File: src/rtl/control_unit.sv
// control_unit -- instruction sequencer for the accumulator datapath.
//
// Fetches instruction words from a synchronous program memory (one cycle of
// read latency), latches them into the instruction register and steps each
// instruction through INIT/FETCH/DECODE/EXECUTE/WRITEBACK/HALT. All datapath
// and data-memory controls are decoded combinationally from the state and IR;
// only the PC (program_address_out), IR and state are registered.
//
// Optional feature (macro CONTROL_UNIT_STEP_EN): adds step_in. FETCH waits,
// with no read strobe, until step_in = 1 is sampled, then runs one instruction.
//
// Ports:
//   clock_in             rising-edge clock
//   reset_in             asynchronous active-low reset
//   step_in              single-step enable (only with CONTROL_UNIT_STEP_EN)
//   instruction_in       program memory read data {opcode, operand}
//   flag_Z_in/flag_N_in  datapath zero / negative flags (sampled in EXECUTE)
//   program_address_out  PC
//   program_rd_out       program memory read strobe
//   operand_out          IR operand field
//   alu_op_out           0 add, 1 subtract
//   sel_A_out            accumulator source: 00 memory, 01 immediate, 10 ALU
//   sel_B_out            ALU B source: 0 memory, 1 immediate
//   acc_wr_out           accumulator write enable
//   status_wr_out        flag register write enable
//   acc_reset_out        accumulator clear
//   status_reset_out     flag clear
//   data_memory_rd_out   data memory read strobe
//   data_memory_wr_out   data memory write strobe (write data = accumulator)
//   halted_out           processor halted
//   state_out            current FSM state (debug visibility)
//
// Handshake: there is no valid/ready pair; memories are strobe-driven. A read
// strobe asserted in cycle N has its data valid throughout cycle N+1.

module control_unit #(
    parameter int DATA_WIDTH   = 11,
    parameter int OPCODE_WIDTH = 4,
    parameter int PC_WIDTH     = 11
) (
    input  logic                               clock_in,
    input  logic                               reset_in,
`ifdef CONTROL_UNIT_STEP_EN
    input  logic                               step_in,
`endif
    input  logic [OPCODE_WIDTH+DATA_WIDTH-1:0] instruction_in,
    input  logic                               flag_Z_in,
    input  logic                               flag_N_in,
    output logic [PC_WIDTH-1:0]                program_address_out,
    output logic                               program_rd_out,
    output logic [DATA_WIDTH-1:0]              operand_out,
    output logic                               alu_op_out,
    output logic [1:0]                         sel_A_out,
    output logic                               sel_B_out,
    output logic                               acc_wr_out,
    output logic                               status_wr_out,
    output logic                               acc_reset_out,
    output logic                               status_reset_out,
    output logic                               data_memory_rd_out,
    output logic                               data_memory_wr_out,
    output logic                               halted_out,
    output logic [2:0]                         state_out
);

    typedef enum logic [2:0] {
        S_INIT      = 3'd0,
        S_FETCH     = 3'd1,
        S_DECODE    = 3'd2,
        S_EXECUTE   = 3'd3,
        S_WRITEBACK = 3'd4,
        S_HALT      = 3'd5
    } state_t;

    localparam logic [OPCODE_WIDTH-1:0] OP_HLT  = OPCODE_WIDTH'(4'h0);
    localparam logic [OPCODE_WIDTH-1:0] OP_STO  = OPCODE_WIDTH'(4'h1);
    localparam logic [OPCODE_WIDTH-1:0] OP_LD   = OPCODE_WIDTH'(4'h2);
    localparam logic [OPCODE_WIDTH-1:0] OP_LDI  = OPCODE_WIDTH'(4'h3);
    localparam logic [OPCODE_WIDTH-1:0] OP_ADD  = OPCODE_WIDTH'(4'h4);
    localparam logic [OPCODE_WIDTH-1:0] OP_ADDI = OPCODE_WIDTH'(4'h5);
    localparam logic [OPCODE_WIDTH-1:0] OP_SUB  = OPCODE_WIDTH'(4'h6);
    localparam logic [OPCODE_WIDTH-1:0] OP_SUBI = OPCODE_WIDTH'(4'h7);
    localparam logic [OPCODE_WIDTH-1:0] OP_BEQ  = OPCODE_WIDTH'(4'h8);
    localparam logic [OPCODE_WIDTH-1:0] OP_BNE  = OPCODE_WIDTH'(4'h9);
    localparam logic [OPCODE_WIDTH-1:0] OP_BGT  = OPCODE_WIDTH'(4'hA);
    localparam logic [OPCODE_WIDTH-1:0] OP_BGE  = OPCODE_WIDTH'(4'hB);
    localparam logic [OPCODE_WIDTH-1:0] OP_BLT  = OPCODE_WIDTH'(4'hC);
    localparam logic [OPCODE_WIDTH-1:0] OP_BLE  = OPCODE_WIDTH'(4'hD);
    localparam logic [OPCODE_WIDTH-1:0] OP_JMP  = OPCODE_WIDTH'(4'hE);

    state_t                             state;
    state_t                             state_next;
    logic [PC_WIDTH-1:0]                pc;
    logic [OPCODE_WIDTH+DATA_WIDTH-1:0] ir;
    logic [OPCODE_WIDTH-1:0]            opcode;
    logic [DATA_WIDTH-1:0]              operand;
    logic [PC_WIDTH+DATA_WIDTH-1:0]     operand_ext;
    logic [PC_WIDTH-1:0]                branch_target;
    logic                               branch_taken;
    logic                               fetch_go;

    assign opcode  = ir[OPCODE_WIDTH+DATA_WIDTH-1:DATA_WIDTH];
    assign operand = ir[DATA_WIDTH-1:0];

    // Zero-extend first so the target slice is legal for any PC/data width mix.
    assign operand_ext   = {{PC_WIDTH{1'b0}}, operand};
    assign branch_target = operand_ext[PC_WIDTH-1:0];

    assign program_address_out = pc;
    assign operand_out         = operand;
    assign state_out           = state;

`ifdef CONTROL_UNIT_STEP_EN
    assign fetch_go = step_in;
`else
    assign fetch_go = 1'b1;
`endif

    // Branch condition; only meaningful while a branch opcode sits in EXECUTE.
    always_comb begin
        branch_taken = 1'b0;
        case (opcode)
            OP_BEQ:  branch_taken = flag_Z_in;
            OP_BNE:  branch_taken = !flag_Z_in;
            OP_BGT:  branch_taken = !flag_Z_in && !flag_N_in;
            OP_BGE:  branch_taken = !flag_N_in;
            OP_BLT:  branch_taken = flag_N_in;
            OP_BLE:  branch_taken = flag_N_in || flag_Z_in;
            OP_JMP:  branch_taken = 1'b1;
            default: branch_taken = 1'b0;
        endcase
    end

    always_ff @(posedge clock_in or negedge reset_in) begin
        if (!reset_in) begin
            state <= S_INIT;
            pc    <= '0;
            ir    <= '0;
        end else begin
            state <= state_next;
            if (state == S_DECODE) begin
                ir <= instruction_in;
                pc <= pc + PC_WIDTH'(1);
            end else if (state == S_EXECUTE && branch_taken) begin
                pc <= branch_target;
            end
        end
    end

    always_comb begin
        state_next         = state;
        program_rd_out     = 1'b0;
        alu_op_out         = 1'b0;
        sel_A_out          = 2'b00;
        sel_B_out          = 1'b0;
        acc_wr_out         = 1'b0;
        status_wr_out      = 1'b0;
        acc_reset_out      = 1'b0;
        status_reset_out   = 1'b0;
        data_memory_rd_out = 1'b0;
        data_memory_wr_out = 1'b0;
        halted_out         = 1'b0;

        case (state)
            S_INIT: begin
                acc_reset_out    = 1'b1;
                status_reset_out = 1'b1;
                state_next       = S_FETCH;
            end
            S_FETCH: begin
                if (fetch_go) begin
                    program_rd_out = 1'b1;
                    state_next     = S_DECODE;
                end
            end
            S_DECODE: begin
                state_next = S_EXECUTE;
            end
            S_EXECUTE: begin
                state_next = S_FETCH;
                case (opcode)
                    OP_HLT: state_next = S_HALT;
                    OP_STO: data_memory_wr_out = 1'b1;
                    OP_LD, OP_ADD, OP_SUB: begin
                        data_memory_rd_out = 1'b1;
                        state_next         = S_WRITEBACK;
                    end
                    OP_LDI: begin
                        sel_A_out  = 2'b01;
                        acc_wr_out = 1'b1;
                    end
                    OP_ADDI, OP_SUBI: begin
                        sel_B_out     = 1'b1;
                        alu_op_out    = (opcode == OP_SUBI);
                        sel_A_out     = 2'b10;
                        acc_wr_out    = 1'b1;
                        status_wr_out = 1'b1;
                    end
                    default: ; // branches resolve in the PC register; NOP idles
                endcase
            end
            S_WRITEBACK: begin
                state_next = S_FETCH;
                if (opcode == OP_LD) begin
                    sel_A_out  = 2'b00;
                    acc_wr_out = 1'b1;
                end else begin
                    sel_B_out     = 1'b0;
                    sel_A_out     = 2'b10;
                    alu_op_out    = (opcode == OP_SUB);
                    acc_wr_out    = 1'b1;
                    status_wr_out = 1'b1;
                end
            end
            S_HALT: begin
                halted_out = 1'b1;
            end
            default: state_next = S_INIT;
        endcase
    end

endmodule
File: config.mk
export PLATFORM = sky130hd
export DESIGN_NAME = control_unit
export DESIGN_NICKNAME = d
export VERILOG_FILES = /design/src/rtl/control_unit.sv
export SDC_FILE = /design/constraint.sdc
export NUM_CORES = 1
export LEC_CHECK = 0
export ABC_AREA = 0
export CAP_MARGIN = 0
export CORE_MARGIN = 3
export CORE_UTILIZATION = 40
export CTS_BUF_LIST = sky130_fd_sc_hd__clkbuf_4 sky130_fd_sc_hd__clkbuf_8
export CTS_CLUSTER_SIZE = 8
export DETAILED_ROUTE_END_ITERATION = 8
export GPL_TIMING_DRIVEN = 0
export PLACE_DENSITY = 0.72
export SLEW_MARGIN = 40
export SYNTH_ARGS = -nofsm -noshare
export SYNTH_HDL_FRONTEND = slang
export SYNTH_SLANG_ARGS = --single-unit
File: constraint.sdc
create_clock -name clock_in -period 4 [get_ports clock_in]
set_input_delay 0.8 -clock clock_in [delete_from_list [all_inputs] [get_ports clock_in]]
set_output_delay 0.8 -clock clock_in [all_outputs]
set_load 0.02 [all_outputs]
==> flow_summary.toml <==
[critical_path]
cp-end-kind = "output pin"
cp.arrival_ns = 2.28
startpoint_type = "register"
crit_chain = "buf_2, and3b_1, nand2_1, or2_2, o21ai_0, clkdlybuf4s50_1"
cp_data_required_time_ns = 3.20
critical_path_class = "reg2out"
cp_max_fo = 9
max_stage_delay_ns = 0.64
critPathSlowestCell = "clkdlybuf4s50_1"

[yosys]
synth_warnings = 0
syn_avg_cell_area_um2 = 8.638
yosysUniqueCellTypes = 40
netlist_area_um2 = 1615
synth.most_common_cell = "nand2_1"
synthFlopType = "dfrtp_1"
yosys-top-cells-count = "45 x nand2_1, 29 x dfrtp_1, 13 x buf_4, 13 x o21ai_0, 11 x nor2_1"
synth_area_leaders = "dfrtp_1 45%, nand2_1 10%, buf_4 6.0%"
async_flop_share_pct = 100.0
synth_enable_flop_cells = 0
syn-num-nets = 207
ys_ff_latch = 29
synth_top_area_share_pct = 44.93
synth_cells = 187
synth_area_leader_cell = "dfrtp_1"
ys_seq_area_share_pct = 44.93

[clock_tree]
clock-sinks = 29
cts_root_buffer = "clkbuf_8"
tritoncts = "yes"
path_clk_slew_ns = 0.06
clk_latency_ns = 0.27
cts_max_level = 2
ctsResizeCount = 0
ctsHoldBuffers = 0
cts_buffer_depth = 2
cts_made_buffers = 5
cts_setup_buffers = 0

[routing]
drtAntennaViolNets = 0
routedWlPerCell_um = 12.42
drc = 0
drtIter0Drc = 43
wirelength_mm = 3.688
vias_per_cell = 4.855
dr_total_vias = 1442
dr.pass1.iters = 6

[timing]
hold_viol = 0
fmax_mhz = 325.1
worst_pin_slew_ns = 0.6280
drv_slew = 0
timing.clock.skew_ns = 0.001906
rsz0062_at_grt = "false"
tns_ns = 0
period_share_pct = 76.90
layout_min_cycle_time_ns = 3.076
setup_violations = 0
relSlewSlack_pct = 58.14

[floorplan]
die_height_um = 69.55
dieWidth_um = 69.55
rows = 22
die_area_um2 = 4837
start_util_pct = 42.83
io_pins = 56
design.core.area_um2 = 3771

[cells_and_area]
layout-drive-gt1-share_pct = 14.06
area_delta_synth_final_pct = 43.07
num_antenna_cells = 0
post-route-util_pct = 61.28
final_net_count = 269

[power]
irDropWorstVdd_mv = 0.4600
leakagePower_nw = 1.026
power.total_mw = 1.875
power_per_cell_area_nw_per_um2 = 811.4

[global_route]
grt_pass1_vias = 1468
antenna_found_initial = 0
overflow = 0
grt_max_degree = 30
grt_usage_pct = 16.60
grt_pass1_wl_mm = 6.520

[run_status]
status = "finished, final reports clean"

[placement]
io_buffers = 55
post-dp-hpwl_mm = 2.715
place_congestion = 0.8226

[run]
maxCapViolCount = 0

[hold_path]
hp-class = "reg2reg"
## registers in the layout, summed over array words and instances, names as in the netlist
name,count
ir,15
program_address_out,11
state_out,3
## critical path, delay by kind of cell, from the launching register on
kind / cells / cell delay, ns
buffers and inverters: 2 / 0.80
AO/OA/AOI/OAI: 1 / 0.17
AND/OR/NAND/NOR: 3 / 0.67
flip-flops: 1 / 0.37
## where the power goes
group	internal (mW)	switching, mW
clock network	0.143	0.0972
registers	0.433	0.129
logic	0.520	0.553
## cells in the final DEF (no fill, tap or decap), drive strengths merged
| cell type | instances |
|---|---|
| a2111oi | 1 |
| a211o | 1 |
| a211oi | 1 |
| a21bo | 1 |
| a21o | 1 |
| a21oi | 7 |
| a221oi | 2 |
| a22oi | 1 |
| a31oi | 5 |
| a32oi | 1 |
| and3 | 3 |
| and3b | 1 |
| buf | 21 |
| clkbuf | 10 |
| clkdlybuf4s50 | 54 |
| dfrtp | 29 |
| ha | 1 |
| inv | 7 |
| mux2 | 1 |
| mux2i | 1 |
| nand2 | 45 |
| nand2b | 2 |
| nand3 | 6 |
| nand3b | 3 |
| nand4 | 1 |
| nor2 | 11 |
| nor2b | 1 |
| nor3 | 8 |
| nor3b | 1 |
| nor4b | 2 |
| o211a | 1 |
| o211ai | 2 |
| o21ai | 13 |
| or2 | 1 |
| or3b | 1 |
| xnor2 | 2 |
## metrics by stage
stage | hold slack (ns) | setup slack (ns) | instances | instance area [µm²]
after floorplan | 0.4617 | 1.092 | 187 | 1615
after global placement | 0.4859 | 1.184 | 290 | 2226
after detailed placement | 0.4839 | 1.199 | 290 | 2221
after CTS | 0.5006 | 0.9026 | 297 | 2311
after global routing | 0.5321 | 0.7786 | 297 | 2311
final | 0.4977 | 0.9238 | 297 | 2311
## final timing paths
kind | from | cells past startpoint | slack (ns) | to
min | ir[0] | 2 | 0.50 | ir[0]
max | state_out[2] | 6 | 0.92 | acc_wr_out
min reg2reg | ir[0] | 2 | 0.50 | ir[0]
max in group asynchronous | reset_in | 1 | 3.05 | ir[1]
max reg2reg | ir[13] | 7 | 2.06 | program_address_out[3]
min in group asynchronous | reset_in | 1 | 0.54 | ir[8]
## cell type report
| class | instances | area [µm²] |
|---|---|---|
| fillers | 351 | 1460 |
| plain buffers | 23 | 156.4 |
| flip-flops and latches | 29 | 725.7 |
| multi-input cells | 128 | 706.9 |
| well taps | 48 | 60.06 |
| clock buffers | 7 | 90.09 |
| repair buffers | 55 | 545.5 |
| inverters | 7 | 26.28 |
## routing by layer
metal / track usage, % / share of wire [%] / vias to the layer above / wire length, µm
li1: - / - / 750 / -
met1: 20.86 / 46 / 656 / 1710
met2: 27.65 / 48 / 29 / 1761
met3: 4.058 / 4.1 / 7 / 151
met4: 5.857 / 1.7 / 0 / 64
met5: 0 / 0 / - / 0
## cells by family (layout without fill, tap and decap cells)
family	count (synthesis)	count (layout)	synth area share [%]
flip-flops	29	29	44.93
XOR/XNOR	2	2	1.085
buffers and inverters	30	92	11.31
AND/OR/NAND/NOR	86	86	25.79
multiplexers	2	2	1.317
adder cells (fa/ha/maj)	1	1	0.7745
AO/OA/AOI/OAI	37	37	14.79
(Power assumes the default switching activity.)
